### config.mk
export PLATFORM = sky130hd
export DESIGN_NAME = rgb_led_arbiter
export DESIGN_NICKNAME = d
export VERILOG_FILES = /design/src/rtl/rgb_led_arbiter.sv
export SDC_FILE = /design/constraint.sdc
export NUM_CORES = 1
export LEC_CHECK = 0
export CAP_MARGIN = 20
export CORE_ASPECT_RATIO = 1.1
export CORE_MARGIN = 10
export CORE_UTILIZATION = 35
export CTS_CLUSTER_SIZE = 25
export DETAILED_ROUTE_END_ITERATION = 12
export HOLD_SLACK_MARGIN = 0.15
export SETUP_SLACK_MARGIN = 0.4
export SLEW_MARGIN = 20
export SYNTH_ARGS = -nofsm -noshare
export SYNTH_HDL_FRONTEND = slang
export SYNTH_SLANG_ARGS = --single-unit
### constraint.sdc
create_clock -name clk -period 2.69 [get_ports clk]
set_input_delay 0.538 -clock clk [delete_from_list [all_inputs] [get_ports clk]]
set_output_delay 0.538 -clock clk [all_outputs]
set_load 0.05 [all_outputs]
### src/rtl/rgb_led_arbiter.sv
// Round-robin, time-sliced owner of the shared RGB LED with a minimum display quantum.
// Optional PWM dimming is enabled by defining RGB_LED_ARB_PWM_EN.
module rgb_led_arbiter #(
    parameter int   CLK_FREQUENCY   = 48000000,
    parameter int   NUM_REQ         = 4,
    parameter int   HOLD_MS         = 250,
    parameter int   GAP_CYCLES      = 16,
    parameter int   PWM_BITS        = 8,
    parameter logic RGB_LOGIC_LEVEL = 1'b0
) (
    input  logic                         clk,
    input  logic                         sys_rst,
    input  logic [NUM_REQ-1:0]           req,
    input  logic [3*NUM_REQ-1:0]         color,
    input  logic [PWM_BITS*NUM_REQ-1:0]  level,
    output logic [NUM_REQ-1:0]           gnt,
    output logic                         busy,
    output logic                         rgb_led0_r,
    output logic                         rgb_led0_g,
    output logic                         rgb_led0_b
);

    localparam int HOLD_CYCLES = CLK_FREQUENCY / 1000 * HOLD_MS;
    localparam int HOLD_W      = (HOLD_CYCLES > 1) ? $clog2(HOLD_CYCLES) : 1;
    localparam int GAP_W       = (GAP_CYCLES > 1) ? $clog2(GAP_CYCLES) : 1;
    localparam int OWN_W       = $clog2(NUM_REQ);

    localparam logic [HOLD_W-1:0] HOLD_LAST = HOLD_W'(HOLD_CYCLES - 1);
    localparam logic [GAP_W-1:0]  GAP_LAST  = GAP_W'(GAP_CYCLES - 1);
    localparam logic [OWN_W-1:0]  PTR_RST   = OWN_W'(NUM_REQ - 1);

    typedef enum logic [1:0] {S_IDLE, S_SHOW, S_BLANK} state_t;

    state_t               r_state, w_state_nxt;
    logic [OWN_W-1:0]     r_owner, w_owner_nxt;
    logic [OWN_W-1:0]     r_ptr, w_ptr_nxt;
    logic [HOLD_W-1:0]    r_hold, w_hold_nxt;
    logic [GAP_W-1:0]     r_gap, w_gap_nxt;
    logic [NUM_REQ-1:0]   r_gnt, w_gnt_nxt;
    logic [2:0]           r_color;
    logic                 r_led_r, r_led_g, r_led_b;

    logic                 w_pick_vld;
    logic [OWN_W-1:0]     w_pick_idx;
    logic [NUM_REQ-1:0]   w_own_mask;
    logic                 w_own_req;
    logic                 w_others;
    logic                 w_latch_en;
    logic [OWN_W-1:0]     w_latch_idx;
    logic                 w_pwm_on;
    logic                 w_lit;

    // First requester strictly after the pointer, wrapping around.
    always_comb begin
        w_pick_vld = 1'b0;
        w_pick_idx = '0;
        for (int i = 1; i <= NUM_REQ; i++) begin
            int               j;
            logic [OWN_W-1:0] idx;
            j = int'(r_ptr) + i;
            if (j >= NUM_REQ) j = j - NUM_REQ;
            idx = OWN_W'(j);
            if (!w_pick_vld && req[idx]) begin
                w_pick_vld = 1'b1;
                w_pick_idx = idx;
            end
        end
    end

    assign w_own_mask = NUM_REQ'(1) << r_owner;
    assign w_own_req  = req[r_owner];
    assign w_others   = |(req & ~w_own_mask);

    always_comb begin
        w_state_nxt = r_state;
        w_owner_nxt = r_owner;
        w_ptr_nxt   = r_ptr;
        w_hold_nxt  = r_hold;
        w_gap_nxt   = r_gap;
        w_gnt_nxt   = r_gnt;
        w_latch_en  = 1'b0;
        w_latch_idx = r_owner;
        case (r_state)
            S_IDLE: begin
                if (w_pick_vld) begin
                    w_state_nxt = S_SHOW;
                    w_owner_nxt = w_pick_idx;
                    w_ptr_nxt   = w_pick_idx;
                    w_gnt_nxt   = NUM_REQ'(1) << w_pick_idx;
                    w_hold_nxt  = '0;
                    w_latch_en  = 1'b1;
                    w_latch_idx = w_pick_idx;
                end
            end
            S_SHOW: begin
                // Live update only while the owner keeps requesting; otherwise the last value is held.
                w_latch_en = w_own_req;
                if (r_hold == HOLD_LAST) begin
                    if (w_own_req && !w_others) begin
                        w_hold_nxt = '0;
                    end else begin
                        w_state_nxt = S_BLANK;
                        w_gnt_nxt   = '0;
                        w_gap_nxt   = '0;
                    end
                end else begin
                    w_hold_nxt = r_hold + HOLD_W'(1);
                end
            end
            S_BLANK: begin
                if (r_gap == GAP_LAST) begin
                    w_state_nxt = S_IDLE;
                    w_gap_nxt   = '0;
                end else begin
                    w_gap_nxt = r_gap + GAP_W'(1);
                end
            end
            default: begin
                w_state_nxt = S_IDLE;
                w_gnt_nxt   = '0;
            end
        endcase
    end

    always_ff @(posedge clk or posedge sys_rst) begin
        if (sys_rst) begin
            r_state <= S_IDLE;
            r_owner <= '0;
            r_ptr   <= PTR_RST;
            r_hold  <= '0;
            r_gap   <= '0;
            r_gnt   <= '0;
        end else begin
            r_state <= w_state_nxt;
            r_owner <= w_owner_nxt;
            r_ptr   <= w_ptr_nxt;
            r_hold  <= w_hold_nxt;
            r_gap   <= w_gap_nxt;
            r_gnt   <= w_gnt_nxt;
        end
    end

    always_ff @(posedge clk) begin
        if (w_latch_en) r_color <= color[3*w_latch_idx +: 3];
    end

`ifdef RGB_LED_ARB_PWM_EN
    logic [PWM_BITS-1:0] r_pwm;
    logic [PWM_BITS-1:0] r_level;

    always_ff @(posedge clk or posedge sys_rst) begin
        if (sys_rst) r_pwm <= '0;
        else         r_pwm <= r_pwm + PWM_BITS'(1);
    end

    always_ff @(posedge clk) begin
        if (w_latch_en) r_level <= level[PWM_BITS*w_latch_idx +: PWM_BITS];
    end

    assign w_pwm_on = (r_pwm < r_level);
`else
    // Without dimming the channels are fully on; level is referenced only to keep the port tied off.
    assign w_pwm_on = 1'b1 | (^level);
`endif

    assign w_lit = (r_state == S_SHOW) && w_pwm_on;

    always_ff @(posedge clk or posedge sys_rst) begin
        if (sys_rst) begin
            r_led_r <= ~RGB_LOGIC_LEVEL;
            r_led_g <= ~RGB_LOGIC_LEVEL;
            r_led_b <= ~RGB_LOGIC_LEVEL;
        end else begin
            r_led_r <= (w_lit && r_color[2]) ? RGB_LOGIC_LEVEL : ~RGB_LOGIC_LEVEL;
            r_led_g <= (w_lit && r_color[1]) ? RGB_LOGIC_LEVEL : ~RGB_LOGIC_LEVEL;
            r_led_b <= (w_lit && r_color[0]) ? RGB_LOGIC_LEVEL : ~RGB_LOGIC_LEVEL;
        end
    end

    assign gnt        = r_gnt;
    assign busy       = (r_state != S_IDLE);
    assign rgb_led0_r = r_led_r;
    assign rgb_led0_g = r_led_g;
    assign rgb_led0_b = r_led_b;

endmodule

==> flow_metrics.tcl, run 1 <==
set metrics [dict create \
    cts_inserted_buffers 5 \
    floorplan.core_area_um2 6560 \
    synth.largest_area_cell "sky130_fd_sc_hd__dfrtp_1" \
    maxSlewViolCount 0 \
    cts_max_path_bufs 2 \
    worst-r2r-cell-count 7 \
    syn_to_final_growth_pct 28.5 \
    final-setup-viol-count 0 \
    synth_edf_count 3 \
    largest_net_degree_at_the_start_of_global_routing 42 \
    worstSetupPathDepth 6 \
    postSynth.topFlopCell "sky130_fd_sc_hd__dfrtp_1" \
    static-leakage-power_nw 1.23 \
    tritoncts_clock_tree "done" \
    arrival_ns 2.27 \
    final_layout_size_suffix_gt1_share_pct 18.9 \
    postSynthCellCount 245 \
    groute.usage.overall_pct 10.5 \
    grt_pass1_vias 1951 \
    timing.hold.worst.class "flop to flop" \
    fp.dieH_um 106 \
    cts.root.buffer_cell "sky130_fd_sc_hd__clkbuf_8" \
    cts_sinks 44 \
    crit_path_top_delay_cell "sky130_fd_sc_hd__or4_4" \
    totalWireLength_um 5490 \
    max_slew.worst_pin.slew_ns 0.527 \
    crit_path_start "req[1]" \
    buffer_ports.inserted 25 \
    num_antenna_cells 0 \
    final_common_cell "sky130_fd_sc_hd__dfrtp_1" \
    required_ns 2.73 \
    finalSetupTns_ns 0 \
    critical_path_peak_fanout 6 \
    detailedRoute.firstPassIterationCount 4 \
    p_sw_share_pct 30.8 \
    placement.cell_area_um2 2850 \
    clock-skew-final_ns 0.00926 \
    cpPeakStageDelay_ns 0.51 \
    detailed_place_hpwl_um 4140 \
    setup.reg_to_reg.worst_slack_ns 0.50 \
    postSynthAreaPerCell_um2 9.60 \
    maxCapViolCount 0 \
    n_fill_cell 625 \
    power.sequential.fraction_pct 45.7 \
    syn_area_um2 2350 \
    clock_transition_at_the_registers_of_the_reported_paths_ns 0.08 \
    hold_viol 0 \
    netlist.area_leader.share_pct 38.3 \
    rr_endpoint "r_gap[0]" \
    starting_utilization_of_the_core_area_pct 35.9 \
    r2r_start "r_hold[0]" \
    critical_path_buf_inv_count 1 \
    layout.cells.most_common_list "36 x sky130_fd_sc_hd__dfrtp_1, 29 x sky130_fd_sc_hd__nand2_1, 24 x sky130_fd_sc_hd__buf_4" \
    place_congestion 0.778 \
    run_status "completed" \
    synth.area.top_cells "sky130_fd_sc_hd__dfrtp_1 38%, sky130_fd_sc_hd__dfstp_2 5.6%, sky130_fd_sc_hd__nand2_1 4.8%" \
    total_drc_errors_in_the_routed_layout 0 \
    vias 2024 \
    detail-route-antenna-nets 0 \
    share_of_synthesized_flip_flops_with_an_asynchronous_set_or_reset_pct 93.2 \
    fin_nets 348 \
    post_drt_via_cell_ratio 5.34 \
    grt_antenna_before_repair 0 \
    yosysSeqAreaShare_pct 47.7 \
    timing.max_slew.rel_slack_pct 64.9 \
    die_width_um 98.1 \
    fin_crit_sh_pct 83.1 \
    design_area_um2 3020 \
    setup_repair_after_global_routing_missed_its_margin "true" \
    dieArea_um2 10400 \
    synthDistinctLibCells 46 \
    overflow 0 \
    synth_seq_cells 44 \
    internal_power_consumption_w 0.00136 \
    routed_len_inst_um 14.5 \
    drt_first_iter_violations 52 \
    worst_ir_drop_vdd_mv 0.362 \
    p_comb_share_pct 26.4 \
    number_of_top_level_pins 58 \
    power.net_switching_w 0.000604 \
    fp-row-count 31 \
    timing.fmax_mhz 448 \
    worst_setup_path_start_kind "primary input" \
    timing.final.crit_period_ns 2.23 \
    grt_pass1_wl_um 9290 \
    synthesis_warnings 0 \
    critPathTopFamily "simple AND/OR/NAND/NOR gates" \
    end_kind "flop" \
    holdWs_ns 0.371 \
    endpoint "r_color[2]" \
    timing.critical_path.cells "dlygate4sd2_1 -> or4_4 -> and2_4 -> nand2_4 -> o21a_4 -> mux4_2" \
    p_clk_share_pct 27.9 \
    clock_insertion_delay_worst_skew_ns 0.30 \
    path_class "primary input to flop" \
    ctsHtreeMaxLevel 2 \
    p_per_area_nw_per_um2 650 \
    syn-num-nets 297 \
]
logic make-up (layout without fill, tap and decap cells):
kind of cell / Yosys count / count (layout) / share of synthesized area (%)
AO/OA/AOI/OAI: 65 / 65 / 16.9
XOR/XNOR: 6 / 6 / 2.24
adder cells (fa/ha/maj): 2 / 2 / 1.06
buffers and inverters: 15 / 67 / 3.46
flip-flops: 44 / 44 / 47.7
multiplexers: 4 / 4 / 3.83
AND/OR/NAND/NOR: 109 / 109 / 24.8
flip-flops by register name, indices dropped and copies added, names as in the netlist:
register	cells
r_ptr	2
rgb_led0_b	1
rgb_led0_r	1
r_gap	4
rgb_led0_g	1
r_hold	24
r_color	3
r_owner	2
r_state	2
gnt	4
worst reg2reg max path, cell delays in order, from the launching register on:
cell                       delay, ns
sky130_fd_sc_hd__dfrtp_1        0.39
sky130_fd_sc_hd__ha_1           0.25
sky130_fd_sc_hd__nand4b_1       0.18
sky130_fd_sc_hd__or2_2          0.38
sky130_fd_sc_hd__nand4b_1       0.24
sky130_fd_sc_hd__or2_2          0.36
sky130_fd_sc_hd__o211ai_1       0.17
sky130_fd_sc_hd__o21ai_0        0.10
cells in the mapped netlist (all sizes together), types with 2 or more instances:
cell type	instances
o211ai	4
o21ai	22
nand4b	3
a31o	2
o31ai	2
or4	4
a21boi	2
mux4	4
and3	3
dfstp	5
a21oi	18
xor2	6
o2bb2ai	4
nor3b	3
or3	10
or2	3
dfrtp	36
ha	2
nor3	5
nand4	9
nor2	19
nand3	9
nand2b	3
edfxtp	3
and3b	2
nand2	30
o22ai	3
nand4bb	2
buf	5
inv	10
cell type report:
| type | instances | area [um^2] | share of cell area [%] |
|---|---|---|---|
| sequential | 44 | 1120 | 37.1 |
| tap | 82 | 103 | 3.40 |
| inverter | 10 | 37.5 | 1.24 |
| multi-input combinational | 186 | 1210 | 40.0 |
| clock inverter | 1 | 30.0 | 0.994 |
| clock buffer | 7 | 96.3 | 3.19 |
| timing repair buffer | 49 | 425 | 14.1 |
through the flow:
stage | cells | total power, W | util [%] | worst slack, ns
after floorplan | 245 | 0.00124 | - | 0.380
after global routing | 379 | 0.00207 | 46.1 | 0.343
after global placement | 370 | 0.00141 | 43.4 | -0.0907
final | 379 | 0.00196 | 46.1 | 0.456
after CTS | 378 | 0.00198 | 45.4 | 0.426
after detailed placement | 370 | 0.00143 | 43.4 | -0.0875
worst min path at each step:
stage          startpoint    endpoint  slack (ns)  cells after the start
3_5_place_dp   r_color[1]  rgb_led0_g        0.36                      1
5_1_grt        r_color[0]  rgb_led0_b        0.39                      1
2_1_floorplan  r_color[0]  rgb_led0_b        0.35                      1
3_3_place_gp   r_color[1]  rgb_led0_g        0.35                      1
4_1_cts        r_color[1]  rgb_led0_g        0.37                      1
6_report       r_color[1]  rgb_led0_g        0.37                      1
power by group through the flow:
stage | clock, W | combinational, W | sequential, W
5_1_grt | 0.000595 | 0.000564 | 0.000915
6_report | 0.000547 | 0.000518 | 0.000898
4_1_cts | 0.000568 | 0.000519 | 0.000894
3_3_place_gp | 0 | 0.000507 | 0.000906
3_5_place_dp | 0 | 0.000519 | 0.000907
2_1_floorplan | 0 | 0.000229 | 0.00101
timing repair:
item / in CTS / in global routing
resized for setup: 7 / 9
pin swaps: 2 / 5
setup buffers: 0 / 1
endpoints found under the setup margin: 25 / 23
hold buffers: 0 / 0
layer usage:
layer | part of all wire (%) | track usage [%]
met1 | 45 | 12.3
met2 | 51 | 18.2
met4 | 1.5 | 3.89
met3 | 2.8 | 2.40
met5 | 0 | 0
Note: power is estimated with default switching activity, not from simulation.
==> run 2, diff against run 1 <==
==> constraint.sdc (replaced) <==
create_clock -name clk -period 2.3 [get_ports clk]
set_input_delay 0.46 -clock clk [delete_from_list [all_inputs] [get_ports clk]]
set_output_delay 0.46 -clock clk [all_outputs]
set_load 0.05 [all_outputs]
==> flow_metrics.tcl, run 2 (synthesized netlist as in run 1, its figures left out) <==
set metrics [dict create \
    num_antenna_cells 0 \
    cts_inserted_buffers 5 \
    crit_path_top_delay_cell "sky130_fd_sc_hd__or4_4" \
    detailroute.wirelength.met3_um 159 \
    wl_met1_um 2660 \
    post_cts_hold_buffer_count 0 \
    layout.cells.non_filler 400 \
    clock-skew-final_ns 0.00431 \
    syn_to_final_growth_pct 43.7 \
    groute.usage.overall_pct 11.8 \
    crit_path_start "req[2]" \
    largest_reg_flops 24 \
    place_congestion 0.809 \
    fin_crit_sh_pct 89.1 \
    detailedRoute.firstPassIterationCount 4 \
    final_layout_size_suffix_gt1_share_pct 36.5 \
    placement.cell_area_um2 2950 \
    holdWs_ns 0.366 \
    rr_endpoint "r_color[0]" \
    post_drt_via_cell_ratio 5.42 \
    p_per_area_nw_per_um2 691 \
    timing.fmax_mhz 488 \
    overflow 0 \
    total_drc_errors_in_the_routed_layout 0 \
    cts_sinks 44 \
    buffer_ports.inserted 25 \
    timing.max_slew.rel_slack_pct 66.7 \
    power.net_switching_w 0.000759 \
    totalWireLength_um 6090 \
    required_ns 2.54 \
    setup_repair_after_global_routing_missed_its_margin "true" \
    fin_nets 369 \
    p_sw_share_pct 32.5 \
    final-setup-viol-count 0 \
    met2WireLength_um 3170 \
    internal_power_consumption_w 0.00158 \
    worst_ir_drop_vdd_mv 0.359 \
    max_slew.worst_pin.slew_ns 0.501 \
    critical_path_peak_fanout 5 \
    number_of_top_level_pins 58 \
    arrival_ns 2.29 \
    finalSetupTns_ns 0 \
    static-leakage-power_nw 1.37 \
    end_kind "flop" \
    dp_cells 377 \
    timing.final.crit_period_ns 2.05 \
    routed_len_inst_um 15.2 \
    layout.cells.most_common_list "39 x sky130_fd_sc_hd__buf_4, 34 x sky130_fd_sc_hd__dfrtp_1, 27 x sky130_fd_sc_hd__nand2_1" \
    endpoint "r_hold[22]" \
    p_comb_share_pct 29.2 \
    largest_net_degree_at_the_start_of_global_routing 42 \
    grt_pass1_wl_um 10300 \
    power.sequential.fraction_pct 45.1 \
    detailed_place_hpwl_um 4210 \
    clock_insertion_delay_worst_skew_ns 0.30 \
    final_common_cell "sky130_fd_sc_hd__buf_4" \
    setup.reg_to_reg.worst_slack_ns 0.29 \
    finalCoreUtilization_pct 51.5 \
    starting_utilization_of_the_core_area_pct 35.9 \
    hold_viol 0 \
    run_status "completed" \
    top_layer "met4" \
    r2r_start "r_ptr[0]" \
    drt_first_iter_violations 64 \
    cts.root.buffer_cell "sky130_fd_sc_hd__clkbuf_8" \
    timing.critical_path.cells "buf_6 -> or4_4 -> and2_4 -> buf_6 -> or2_4 -> or4_4 -> nand2_2" \
    dieArea_um2 10400 \
    detail-route-antenna-nets 0 \
    maxCapViolCount 0 \
    die_width_um 98.1 \
    tritoncts_clock_tree "done" \
    path_class "primary input to flop" \
    p_clk_share_pct 25.7 \
    grt_antenna_before_repair 0 \
    fp.dieH_um 106 \
    grt_pass1_vias 2183 \
    cpPeakStageDelay_ns 0.54 \
    design_area_um2 3380 \
    clock_transition_at_the_registers_of_the_reported_paths_ns 0.08 \
    maxSlewViolCount 0 \
    fp-row-count 31 \
    cts_max_path_bufs 2 \
    worst-r2r-cell-count 7 \
    floorplan.core_area_um2 6560 \
    vias 2166 \
    ctsHtreeMaxLevel 2 \
    top_register "r_hold" \
    worst_setup_path_start_kind "primary input" \
    timing.hold.worst.class "flop to flop" \
]
## run 2: cell count changes in the layout (fill, tap and decap cells not counted), moves of 5 or more
cell,previous run,this run
sky130_fd_sc_hd__clkdlybuf4s50_1,20,13
sky130_fd_sc_hd__a21oi_2,0,12
sky130_fd_sc_hd__nor2_1,19,11
sky130_fd_sc_hd__buf_4,24,39
sky130_fd_sc_hd__nor2_2,0,6
sky130_fd_sc_hd__a21oi_1,18,6
sky130_fd_sc_hd__o21ai_1,1,6
sky130_fd_sc_hd__buf_6,0,6
## run 2: area by class of cell
| class | count | area, um^2 |
|---|---|---|
| repair buffers | 70 | 608 |
| clock buffers | 6 | 72.6 |
| multi-input cells | 186 | 1400 |
| inverters | 10 | 37.5 |
| flip-flops and latches | 44 | 1120 |
| clock inverters | 2 | 35.0 |
| fillers | 604 | 3180 |
| well taps | 82 | 103 |
## run 2: power groups by stage
stage,Clock [W],Sequential [W],Combinational (W)
after floorplan,0,0.00118,0.000272
after global placement,0,0.00106,0.000604
after detailed placement,0,0.00107,0.000613
after CTS,0.000611,0.00105,0.000670
after global routing,0.000646,0.00108,0.000744
final,0.000599,0.00105,0.000682
## run 2: what timing repair did
item / 4_1_cts / 5_1_grt
cloned: 1 / 0
pin swaps: 14 / 11
setup endpoints to repair: 45 / 33
setup buffers: 12 / 2
hold endpoints to repair: 0 / 0
resized for setup: 61 / 26
## run 2: per-layer routing
| metal | up-vias | track usage, % |
|---|---|---|
| met2 | 34 | 21.0 |
| met4 | 0 | 3.79 |
| met1 | 1069 | 13.7 |
| li1 | 1056 | - |
| met3 | 7 | 2.46 |
| met5 | - | 0 |
## run 2: stage by stage
stage	total power (W)	worst slack, ns
after floorplan	0.00145	0.0680
after global placement	0.00166	-0.379
after detailed placement	0.00168	-0.392
after CTS	0.00233	0.284
after global routing	0.00247	0.216
final	0.00234	0.252
## run 2: critical path, delay by kind of cell
family | cells | cell delay [ns]
buffers and inverters | 2 | 0.21
and+or+nand+nor | 5 | 1.62
## run 2: how the worst min path moves through the flow
stage / startpoint / end / slack (ns) / cells past startpoint
after global routing: r_color[2] / rgb_led0_r / 0.40 / 1
after global placement: r_color[0] / rgb_led0_b / 0.35 / 1
after detailed placement: r_color[2] / rgb_led0_r / 0.35 / 1
after floorplan: r_color[0] / rgb_led0_b / 0.35 / 1
after CTS: r_color[2] / rgb_led0_r / 0.37 / 1
final: r_color[2] / rgb_led0_r / 0.37 / 1
